[src/rtl/pkg_pipeline.sv]
// Shared pipeline definitions for the execute stage.
//   - XLEN / MD_CNT_W width constants
//   - opcode and GRP3 (0xF7) sub-op codes
//   - ID_EX / EX_WB packed bundles exchanged with decode and writeback
//   - ex_state_e execute-stage state encoding
package pkg_pipeline;

   localparam int XLEN     = 64;
   localparam int MD_CNT_W = 7;   // must be able to hold XLEN-1

   localparam logic [7:0] OP_ADD    = 8'h01;
   localparam logic [7:0] OP_SUB    = 8'h29;
   localparam logic [7:0] OP_AND    = 8'h21;
   localparam logic [7:0] OP_OR     = 8'h09;
   localparam logic [7:0] OP_XOR    = 8'h31;
   localparam logic [7:0] OP_MOV_ST = 8'h89;
   localparam logic [7:0] OP_MOV_LD = 8'h8B;
   localparam logic [7:0] OP_POP_LO = 8'h58;
   localparam logic [7:0] OP_POP_HI = 8'h5F;
   localparam logic [7:0] OP_GRP3   = 8'hF7;

   localparam logic [2:0] GRP3_NOT = 3'd2;
   localparam logic [2:0] GRP3_NEG = 3'd3;
   localparam logic [2:0] GRP3_MUL = 3'd4;
   localparam logic [2:0] GRP3_DIV = 3'd6;

   typedef enum logic [1:0] {
      EX_IDLE = 2'd0,
      EX_MUL  = 2'd1,
      EX_DIV  = 2'd2
   } ex_state_e;

   typedef struct packed {
      logic [7:0]      opcode;
      logic [3:0]      regByte;
      logic [3:0]      rmByte;
      logic [2:0]      modrm_reg;
      logic [XLEN-1:0] op_a;
      logic [XLEN-1:0] op_b;
      logic [XLEN-1:0] op_rdx;
      logic [XLEN-1:0] pc;
      logic            sim_end;
   } ID_EX;

   typedef struct packed {
      logic [XLEN-1:0] pc_contents;
      logic [XLEN-1:0] alu_result;
      logic [XLEN-1:0] alu_ext_result;
      logic [7:0]      ctl_opcode;
      logic [3:0]      ctl_regByte;
      logic [3:0]      ctl_rmByte;
      logic            sim_end;
   } EX_WB;

endpackage

[src/rtl/mod_execute_stage_if.sv]
// Execute-stage bus bundle.
//   idex_valid/idex_ready/idex : instruction from decode
//   exwb_valid/exwb_ready/exwb : completed result to writeback
//   busy, div_fault            : status
// Handshake: a transfer happens on a rising edge where valid && ready are both
// high; the sender keeps valid and its payload unchanged until that edge, and
// valid never depends on ready.
// Modports: master = decode/writeback side, slave = execute stage.
interface mod_execute_stage_if;
   import pkg_pipeline::*;

   logic idex_valid;
   logic idex_ready;
   ID_EX idex;
   logic exwb_valid;
   logic exwb_ready;
   EX_WB exwb;
   logic busy;
   logic div_fault;

   modport master (
      output idex_valid, idex, exwb_ready,
      input  idex_ready, exwb_valid, exwb, busy, div_fault
   );

   modport slave (
      input  idex_valid, idex, exwb_ready,
      output idex_ready, exwb_valid, exwb, busy, div_fault
   );

endinterface

[src/rtl/mod_muldiv_iter.sv]
// Iterative unsigned multiply / restoring divide, one bit per step.
// Ports:
//   clk, reset_n    clock, asynchronous active-low reset
//   start_i         load operands, counter := XLEN-1
//   step_i          perform one iteration
//   op_div_i        0 = multiply a*b, 1 = divide {hi,a}/b
//   a_i, b_i, hi_i  operands (hi_i is the upper dividend half)
//   done_o          counter has reached 0: the pending step is the last one
//   result_o/ext_o  value after the pending step (low/quotient, high/remainder)
//   fault_o         combinational divide-fault check on the start operands
// hi_q/lo_q are shared: product {hi,lo} for MUL, {remainder,quotient} for DIV.
module mod_muldiv_iter
   import pkg_pipeline::*;
(
   input  logic            clk,
   input  logic            reset_n,
   input  logic            start_i,
   input  logic            step_i,
   input  logic            op_div_i,
   input  logic [XLEN-1:0] a_i,
   input  logic [XLEN-1:0] b_i,
   input  logic [XLEN-1:0] hi_i,
   output logic            done_o,
   output logic [XLEN-1:0] result_o,
   output logic [XLEN-1:0] ext_o,
   output logic            fault_o
);

   logic [XLEN-1:0]     hi_q, hi_d;
   logic [XLEN-1:0]     lo_q, lo_d;
   logic [XLEN-1:0]     b_q;
   logic                op_div_q;
   logic [MD_CNT_W-1:0] cnt_q, cnt_d;

   logic [XLEN:0]       mul_sum;
   logic [XLEN:0]       div_shift;
   logic [XLEN-1:0]     div_diff;
   logic                div_ge;

   // A quotient wider than XLEN appears exactly when the upper half >= divisor.
   assign fault_o = op_div_i && ((b_i == '0) || (hi_i >= b_i));

   always_comb begin
      mul_sum   = {1'b0, hi_q} + (lo_q[0] ? {1'b0, b_q} : '0);
      div_shift = {hi_q, lo_q[XLEN-1]};
      div_ge    = (div_shift >= {1'b0, b_q});
      // remainder < divisor always holds, so the difference fits in XLEN bits
      div_diff  = div_shift[XLEN-1:0] - b_q;
      if (op_div_q) begin
         hi_d = div_ge ? div_diff : div_shift[XLEN-1:0];
         lo_d = {lo_q[XLEN-2:0], div_ge};
      end else begin
         hi_d = mul_sum[XLEN:1];
         lo_d = {mul_sum[0], lo_q[XLEN-1:1]};
      end
      cnt_d = (cnt_q != '0) ? cnt_q - MD_CNT_W'(1) : cnt_q;
   end

   always_ff @(posedge clk or negedge reset_n) begin
      if (!reset_n) begin
         hi_q     <= '0;
         lo_q     <= '0;
         b_q      <= '0;
         op_div_q <= 1'b0;
         cnt_q    <= '0;
      end else if (start_i) begin
         hi_q     <= op_div_i ? hi_i : '0;
         lo_q     <= a_i;
         b_q      <= b_i;
         op_div_q <= op_div_i;
         cnt_q    <= MD_CNT_W'(XLEN - 1);
      end else if (step_i) begin
         hi_q  <= hi_d;
         lo_q  <= lo_d;
         cnt_q <= cnt_d;
      end
   end

   assign done_o   = (cnt_q == '0);
   assign result_o = lo_d;
   assign ext_o    = hi_d;

endmodule

[src/rtl/mod_execute_stage.sv]
// Execute stage: single-slot ALU plus iterative MUL/DIV between decode and
// writeback, results held in a registered EX_WB bundle.
// Ports:
//   clk       rising-edge clock
//   reset_n   asynchronous active-low reset
//   ex_if     slave side of mod_execute_stage_if (idex in, exwb out, status)
//   state_o   current ex_state_e, for observation
// Build option: MULDIV_FAST_MUL_EN -- when defined, MUL is a single-cycle
// combinational product and the MUL state is never entered; DIV stays iterative.
module mod_execute_stage
   import pkg_pipeline::*;
(
   input  logic               clk,
   input  logic               reset_n,
   mod_execute_stage_if.slave ex_if,
   output ex_state_e          state_o
);

   ex_state_e       state_q, state_d;
   EX_WB            exwb_q, exwb_d;
   EX_WB            ctl_q, ctl_d;     // pc/control of the in-flight MUL/DIV
   logic            exwb_valid_q, exwb_valid_d;
   logic            div_fault_q, div_fault_d;

   ID_EX            idex;
   EX_WB            base;
   logic            can_load, idex_ready, accept;
   logic            is_grp3, is_div, is_mul_iter;
   logic [XLEN-1:0] alu_res, alu_ext;

   logic            md_start, md_step, md_done, md_fault;
   logic [XLEN-1:0] md_result, md_ext;

   assign idex       = ex_if.idex;
   assign can_load   = !exwb_valid_q || ex_if.exwb_ready;
   assign idex_ready = (state_q == EX_IDLE) && can_load;
   assign accept     = ex_if.idex_valid && idex_ready;
   assign is_grp3    = (idex.opcode == OP_GRP3);
   assign is_div     = is_grp3 && (idex.modrm_reg == GRP3_DIV);

`ifdef MULDIV_FAST_MUL_EN
   logic [2*XLEN-1:0] fast_prod;
   assign fast_prod   = {{XLEN{1'b0}}, idex.op_a} * {{XLEN{1'b0}}, idex.op_b};
   assign is_mul_iter = 1'b0;
`else
   assign is_mul_iter = is_grp3 && (idex.modrm_reg == GRP3_MUL);
`endif

   always_comb begin
      alu_res = idex.op_a;
      alu_ext = '0;
      case (idex.opcode) inside
         OP_ADD: alu_res = idex.op_a + idex.op_b;
         OP_SUB: alu_res = idex.op_a - idex.op_b;
         OP_AND: alu_res = idex.op_a & idex.op_b;
         OP_OR:  alu_res = idex.op_a | idex.op_b;
         OP_XOR: alu_res = idex.op_a ^ idex.op_b;
         OP_MOV_ST, OP_MOV_LD, [OP_POP_LO:OP_POP_HI]: alu_res = idex.op_b;
         OP_GRP3: begin
            if (idex.modrm_reg == GRP3_NOT) begin
               alu_res = ~idex.op_a;
            end else if (idex.modrm_reg == GRP3_NEG) begin
               alu_res = -idex.op_a;
            end
`ifdef MULDIV_FAST_MUL_EN
            else if (idex.modrm_reg == GRP3_MUL) begin
               {alu_ext, alu_res} = fast_prod;
            end
`endif
         end
         default: alu_res = idex.op_a;
      endcase
   end

   // Control half of the result bundle; result fields are filled in on load.
   always_comb begin
      base             = '0;
      base.pc_contents = idex.pc;
      base.ctl_opcode  = idex.opcode;
      base.ctl_regByte = idex.regByte;
      base.ctl_rmByte  = idex.rmByte;
      base.sim_end     = idex.sim_end;
   end

   mod_muldiv_iter u_muldiv (
      .clk      (clk),
      .reset_n  (reset_n),
      .start_i  (md_start),
      .step_i   (md_step),
      .op_div_i (is_div),
      .a_i      (idex.op_a),
      .b_i      (idex.op_b),
      .hi_i     (idex.op_rdx),
      .done_o   (md_done),
      .result_o (md_result),
      .ext_o    (md_ext),
      .fault_o  (md_fault)
   );

   always_comb begin
      state_d      = state_q;
      exwb_d       = exwb_q;
      ctl_d        = ctl_q;
      exwb_valid_d = exwb_valid_q;
      div_fault_d  = div_fault_q;
      md_start     = 1'b0;
      md_step      = 1'b0;

      if (exwb_valid_q && ex_if.exwb_ready) begin
         exwb_valid_d = 1'b0;
         div_fault_d  = 1'b0;
      end

      case (state_q)
         EX_IDLE: begin
            if (accept) begin
               if (is_div && !md_fault) begin
                  md_start = 1'b1;
                  ctl_d    = base;
                  state_d  = EX_DIV;
               end else if (is_mul_iter) begin
                  md_start = 1'b1;
                  ctl_d    = base;
                  state_d  = EX_MUL;
               end else begin
                  exwb_d       = base;
                  exwb_valid_d = 1'b1;
                  if (is_div) begin
                     exwb_d.alu_result     = '1;
                     exwb_d.alu_ext_result = '0;
                     div_fault_d           = 1'b1;
                  end else begin
                     exwb_d.alu_result     = alu_res;
                     exwb_d.alu_ext_result = alu_ext;
                     div_fault_d           = 1'b0;
                  end
               end
            end
         end
         EX_MUL, EX_DIV: begin
            // The last iteration waits in place until the result slot is free.
            if (!md_done) begin
               md_step = 1'b1;
            end else if (can_load) begin
               md_step               = 1'b1;
               exwb_d                = ctl_q;
               exwb_d.alu_result     = md_result;
               exwb_d.alu_ext_result = md_ext;
               exwb_valid_d          = 1'b1;
               div_fault_d           = 1'b0;
               state_d               = EX_IDLE;
            end
         end
         default: state_d = EX_IDLE;
      endcase
   end

   always_ff @(posedge clk or negedge reset_n) begin
      if (!reset_n) begin
         state_q      <= EX_IDLE;
         exwb_q       <= '0;
         ctl_q        <= '0;
         exwb_valid_q <= 1'b0;
         div_fault_q  <= 1'b0;
      end else begin
         state_q      <= state_d;
         exwb_q       <= exwb_d;
         ctl_q        <= ctl_d;
         exwb_valid_q <= exwb_valid_d;
         div_fault_q  <= div_fault_d;
      end
   end

   assign ex_if.idex_ready = idex_ready;
   assign ex_if.exwb_valid = exwb_valid_q;
   assign ex_if.exwb       = exwb_q;
   assign ex_if.busy       = (state_q != EX_IDLE);
   assign ex_if.div_fault  = div_fault_q;
   assign state_o          = state_q;

endmodule

[src/flat_wrapper.sv]
// flat-port wrapper written by rule: the top's interface ports become plain ports
module mod_execute_stage_flat import pkg_pipeline::*;
  (clk, reset_n, state_o, ex_if_idex_valid, ex_if_idex, ex_if_exwb_ready, ex_if_idex_ready, ex_if_exwb_valid, ex_if_exwb, ex_if_busy, ex_if_div_fault);
  mod_execute_stage_if ex_if_i ();
  input  logic clk;
  input  logic reset_n;
  output ex_state_e state_o;
  input wire logic [$bits(ex_if_i.idex_valid)-1:0] ex_if_idex_valid;
  input wire logic [$bits(ex_if_i.idex)-1:0] ex_if_idex;
  input wire logic [$bits(ex_if_i.exwb_ready)-1:0] ex_if_exwb_ready;
  output wire logic [$bits(ex_if_i.idex_ready)-1:0] ex_if_idex_ready;
  output wire logic [$bits(ex_if_i.exwb_valid)-1:0] ex_if_exwb_valid;
  output wire logic [$bits(ex_if_i.exwb)-1:0] ex_if_exwb;
  output wire logic [$bits(ex_if_i.busy)-1:0] ex_if_busy;
  output wire logic [$bits(ex_if_i.div_fault)-1:0] ex_if_div_fault;
  assign ex_if_i.idex_valid = ex_if_idex_valid;
  assign ex_if_i.idex = ex_if_idex;
  assign ex_if_i.exwb_ready = ex_if_exwb_ready;
  assign ex_if_idex_ready = ex_if_i.idex_ready;
  assign ex_if_exwb_valid = ex_if_i.exwb_valid;
  assign ex_if_exwb = ex_if_i.exwb;
  assign ex_if_busy = ex_if_i.busy;
  assign ex_if_div_fault = ex_if_i.div_fault;
  mod_execute_stage u_core (.clk(clk), .reset_n(reset_n), .ex_if(ex_if_i), .state_o(state_o));
endmodule
[config.mk]
export PLATFORM = sky130hd
export DESIGN_NAME = mod_execute_stage_flat
export DESIGN_NICKNAME = d
export VERILOG_FILES = /design/src/rtl/pkg_pipeline.sv /design/src/rtl/mod_execute_stage_if.sv /design/src/rtl/mod_muldiv_iter.sv /design/src/rtl/mod_execute_stage.sv /design/src/flat_wrapper.sv
export SDC_FILE = /design/constraint.sdc
export NUM_CORES = 2
export LEC_CHECK = 0
export CAP_MARGIN = 20
export CORE_ASPECT_RATIO = 1.5
export CORE_MARGIN = 2
export CORE_UTILIZATION = 53
export DETAILED_ROUTE_END_ITERATION = 16
export MAX_ROUTING_LAYER = met4
export PLACE_DENSITY = 0.79
export SLEW_MARGIN = 20
export SYNTH_ARGS = -nofsm -noshare
export SYNTH_HDL_FRONTEND = slang
export SYNTH_SLANG_ARGS = --single-unit
[constraint.sdc]
create_clock -name clk -period 3.4 [get_ports clk]
set_input_delay 0.51 -clock clk [delete_from_list [all_inputs] [get_ports clk]]
set_output_delay 0.51 -clock clk [all_outputs]
set_load 0.05 [all_outputs]
==> impl_metrics.py, run 1 <==
metrics = {
    "yosys": {
        "synth_fp_nets": 6641,
        "yosysTopAreaCellShare_pct": 26.6,
        "ys_top_cells_by_area": "dfrtp_1 27%, ha_1 10%, a21oi_1 6.4%, nand2_1 5.8%, o21ai_0 5.6%",
        "synth_area_sq_um": 46500,
        "yosysTopAreaCell": "dfrtp_1",
        "synth-edff-count": 0,
        "synth_cells": 5970,
        "ys.flop_type": "dfrtp_1",
        "synthArstFlopShare_pct": 100,
        "ys_seq_area_share_pct": 26.6,
        "yosysWarnings": 0,
        "syn_area_per_cell_sq_um": 7.79,
        "ys_ff_latch": 494,
        "ys_types": 127,
    },
    "global_routing": {
        "groute.usage.overall_pct": 74.0,
        "grt.overflow.total": 36,
        "grt_max_degree": 110,
    },
    "placement": {
        "port_buffers": 494,
        "gp_congestion": 1.18,
        "dp_cells": 9011,
        "dp_slack_ns": -1.82,
        "hpwl_um": 198000,
    },
    "die": {
        "pin_count": 495,
        "die_h_um": 367,
        "rows": 133,
        "start_util_pct": 53.3,
        "die_x_um": 246,
    },
    "outcome": {
        "haltStage": "5_1_grt",
        "run_status": "did not finish",
        "firstError": "[ERROR GRT-0232] Routing congestion too high. Check the congestion heatmap in the GUI.",
    },
    "clock_network": {
        "clock-root-buffer": "clkbuf_16",
        "cts_sinks": 494,
        "clockBufferDepth": 3,
        "cts_buffers": 52,
        "htree_levels": 2,
    },
    "sta": {
        "crit_endpoint": "u_core.ex_if.exwb[77]$_DFFE_PN0P_/D",
        "worst-ep-kind": "register data pin",
    },
}
## logic make-up after synthesis
family	synth area share [%]
adders and majority gates	10.6
and+or+nand+nor	18.0
muxes	6.03
AOI/OAI and AO/OA	28.3
DFF	26.6
xor gates and xnor gates	4.40
buffers and inverters	6.17
## synthesized netlist by cell type, drive strengths merged (11+ instances only)
cell type and instances:
nand2 723, o21ai 635, a21oi 603, dfrtp 494, nor2 422, ha 387, inv 319, clkbuf 219
xnor2 188, mux2i 173, buf 159, nand3 140, a21o 131, mux2 92, a31oi 89, nand4 85
and2 82, nor3 75, o211ai 75, a211oi 72, nor4 69, o21bai 59, o31ai 52, o221ai 46
xor2 46, o22ai 43, nor2b 37, a221oi 35, a22o 34, or2 31, or3 30, nand2b 28
o21a 27, and3 24, a21boi 20, a41oi 16, a221o 13, a31o 13, o41ai 12, a22oi 11
o31a 11, or4 11
## per-layer routing
layer | GRT overflow | global-route usage (%)
met1 | 0 | 73.2
met2 | 16 | 92.3
met3 | 2 | 51.6
met4 | 18 | 72.3
met5 | - | -
## through the flow
step           hold slack, ns  area [sq um]  util [%]
3_5_place_dp            0.455         65400      74.8
3_3_place_gp            0.451         65400      74.8
2_1_floorplan           0.214         46600         -
4_1_cts                 0.264         70100      80.3
## timing repair
item,4_1_cts
buffers inserted,64
setup endpoints to repair,493
pin swaps,167
hold buffers,1
resized for setup,532
endpoints found under the hold margin,55
cloned,8
==> inputs of run 2 (changes only) <==
- CORE_ASPECT_RATIO: 1.5 -> not set
- CORE_UTILIZATION: 53 -> 40
- MAX_ROUTING_LAYER: met4 -> not set
- PLACE_DENSITY: 0.79 -> not set
- PLACE_DENSITY_LB_ADDON: not set -> 0.15
- clock period: 3.4 -> 4.4 ns (I/O delays scaled with it)
==> run 2 against run 1 <==
The flow now finishes, with violations (negative setup slack). Area after synthesis unchanged. Synthesized cell count stayed put.
==> impl_metrics.py, run 2 <==
metrics = {
    "pwr": {
        "power_density_nw_per_um2": 369,
        "internal-power_mw": 13.3,
        "seq_power_share_pct": 23.0,
        "p_leak_nw": 29.4,
        "power.share.switching_pct": 43.2,
        "irDropWorstVdd_v": 0.000371,
        "comb_power_share_pct": 53.9,
        "clkPwrFrac_pct": 23.1,
        "p_switching_mw": 10.1,
        "p_total_mw": 23.5,
    },
    "clock_network": {
        "tritoncts": "built",
        "clock-root-buffer": "clkbuf_16",
        "clk_pin_slew_ns": 0.06,
        "insertion_delay_ns": 0.72,
        "cts_buffers": 59,
        "clockBufferDepth": 3,
        "htree_levels": 2,
        "cts_sinks": 494,
    },
    "worst_setup_path": {
        "crit_type": "in -> reg",
        "worst-path-max-fanout": 21,
        "endpoint_kind": "flop",
        "crit_path_top_delay_cell": "nor4_1",
        "cp.arrival_ns": 5.07,
        "cp_slowest_stage_delay_ns": 0.98,
        "startpoint_type": "primary input",
        "crit_chain": "clkdlybuf4s50_1 > buf_4 > nor4_1 > nand4_1 > nor4_1 > nor4_2 > o2111ai_2 > buf_4 > a22oi_4 > buf_12 > buf_12 > nor2_4 > a32o_1",
        "cp.required_ns": 5.05,
    },
    "sta": {
        "tns_ns": -0.0194,
        "finalCritPeriodShare_pct": 100,
        "finalHoldViolations": 0,
        "finClkSkew_ns": 0.0335,
        "setup_ws_ns": -0.0194,
        "slew_viol_final": 0,
        "setup_viol": 2,
        "rsz0062_at_grt": "false",
        "holdWs_ns": 0.470,
        "worst-slew-pin-transition_ns": 1.27,
        "slew_headroom_pct": 14.8,
        "period_needed_ns": 4.42,
        "max_freq_mhz": 226,
    },
    "global_routing": {
        "grt_util_met3_pct": 10.5,
        "grt_pass1_wl_um": 360000,
        "grt_use_met1_pct": 49.6,
        "grt_max_degree": 143,
        "groute.usage.overall_pct": 40.6,
        "grt.overflow.total": 0,
        "grt_pass1_vias": 52800,
        "grt_antenna_before_repair": 17,
        "use_met2_pct": 62.9,
        "globalRoute.busiestLayer": "met2",
    },
    "yosys": {
        "synth_fp_nets": 6641,
        "yosys-mux-area-fraction_pct": 6.03,
        "synthArstFlopShare_pct": 100,
        "ys_top_cells_by_area": "dfrtp_1 27%, ha_1 10%, a21oi_1 6.4%, nand2_1 5.8%, o21ai_0 5.6%",
        "synth_cells": 5970,
        "synthXorXnorAreaFrac_pct": 4.40,
        "synth_top_family_by_area": "compound AO/OA/AOI/OAI gates",
        "ys_types": 127,
        "ys_seq_area_share_pct": 26.6,
        "yosysWarnings": 0,
        "yosysMostFrequentCell": "nand2_1",
        "yosysTopAreaCellShare_pct": 26.6,
        "synth_area_sq_um": 46500,
        "synth_compound_area_share_pct": 28.3,
        "synth_common_cells": "721 x nand2_1, 592 x a21oi_1, 521 x o21ai_0",
        "synth_fa_ha_area_share_pct": 10.6,
        "synth-edff-count": 0,
        "syn_area_per_cell_sq_um": 7.79,
        "ys_ff_latch": 494,
        "ys.flop_type": "dfrtp_1",
        "yosysTopAreaCell": "dfrtp_1",
        "synth_simple_gate_area_share_pct": 18.0,
    },
    "finish": {
        "final_layout_size_suffix_gt1_share_pct": 20.7,
        "final_cell_mix": "1147 x buf_4, 720 x nand2_1, 592 x a21oi_1",
        "syn2layout_area_growth_pct": 36.6,
        "final_area_sq_um": 63600,
        "stdcell_count": 8924,
        "mostFrequentLayoutCell": "buf_4",
        "largest_reg_flops": 209,
        "fin_nets": 8015,
        "post-route-util_pct": 54.9,
    },
    "routing": {
        "drtPass1Iterations": 8,
        "ant_nets": 0,
        "drt_iter0_drc": 5063,
        "routed_via_density": 6.02,
        "vias": 53700,
        "routedWlPerCell_um": 28.2,
        "totalWireLength_um": 251000,
        "drc": 0,
    },
    "placement": {
        "dp_cells": 8805,
        "dpl_cell_area_sq_um": 61400,
        "hpwl_um": 205000,
        "port_buffers": 494,
        "gp_congestion": 1.06,
        "dp_slack_ns": -0.483,
    },
    "die": {
        "die_x_um": 345,
        "pin_count": 495,
        "rows": 125,
        "die_h_um": 345,
        "coreArea_sq_um": 116000,
        "start_util_pct": 40.2,
        "die_area_sq_um": 119000,
    },
    "outcome": {
        "run_status": "finished with violations",
        "failed_checks": "negative setup slack",
    },
    "worst_hold_path": {
        "worstHoldPathType": "reg -> reg",
    },
    "flow_run": {
        "max_cap_viol_count": 0,
    },
}
run 2: cell counts after synthesis:
Identical to the previous run, type by type.
run 2: layout make-up:
cell class | count | area, sq um
fill | 11200 | 52200
multi-input combinational | 4776 | 31400
timing repair buffer | 1691 | 14500
sequential | 494 | 12400
tap | 1524 | 1910
clock buffer | 81 | 1690
inverter | 322 | 1210
clock inverter | 29 | 413
antenna | 7 | 17.5
run 2: layer usage:
layer / routed length [um] / part of all wire, % / up-vias
li1: - / - / 24400
met1: 98800 / 39 / 25900
met2: 109000 / 43 / 2700
met3: 23400 / 9.3 / 732
met4: 20300 / 8.1 / 18
met5: 127 / 0.051 / -
run 2: final timing paths:
path / startpoint / endpoint / slack [ns] / cells past startpoint
worst max register to register: u_core.u_muldiv.hi_q[11] / u_core.u_muldiv.hi_q[55] / 0.11 / 14
worst min register to register: u_core.ctl_q[13] / u_core.ctl_q[13] / 0.47 / 1
worst min-delay path: u_core.ctl_q[13] / u_core.ctl_q[13] / 0.47 / 1
max in group asynchronous: reset_n / u_core.ex_if.exwb[126] / 2.70 / 3
min in group asynchronous: reset_n / u_core.ctl_q[155] / 0.54 / 2
worst max-delay path: ex_if_idex[162] / u_core.ex_if.exwb[79] / -0.02 / 13
run 2: kinds of logic after synthesis:
family                     count (synthesis)
AOI/OAI and AO/OA                       2091
adders and majority gates                391
muxes                                    265
DFF                                      494
xor gates and xnor gates                 234
and+or+nand+nor                         1795
buffers and inverters                    700
run 2: repair_timing:
action | in CTS | in global routing
resized for setup | 0 | 3
hold buffers | 1 | 0
setup buffers | 0 | 1
hold endpoints to repair | 3 | 0
setup endpoints to repair | 0 | 6
run 2: critical path: cells and delay by family:
family	cells	cell delay, ns
AOI/OAI and AO/OA	3	0.52
buffers and inverters	5	1.33
and+or+nand+nor	5	2.52
run 2: power groups by stage:
| stage | clock network [mW] | logic (mW) | registers (mW) |
|---|---|---|---|
| 5_1_grt | 5.67 | 13.5 | 5.43 |
| 3_3_place_gp | 0 | 12.3 | 5.45 |
| 4_1_cts | 5.48 | 12.4 | 5.38 |
| 2_1_floorplan | 0 | 6.16 | 6.04 |
| 6_report | 5.41 | 12.7 | 5.39 |
| 3_5_place_dp | 0 | 12.4 | 5.45 |
No activity file was read; power rests on OpenSTA's default activity.
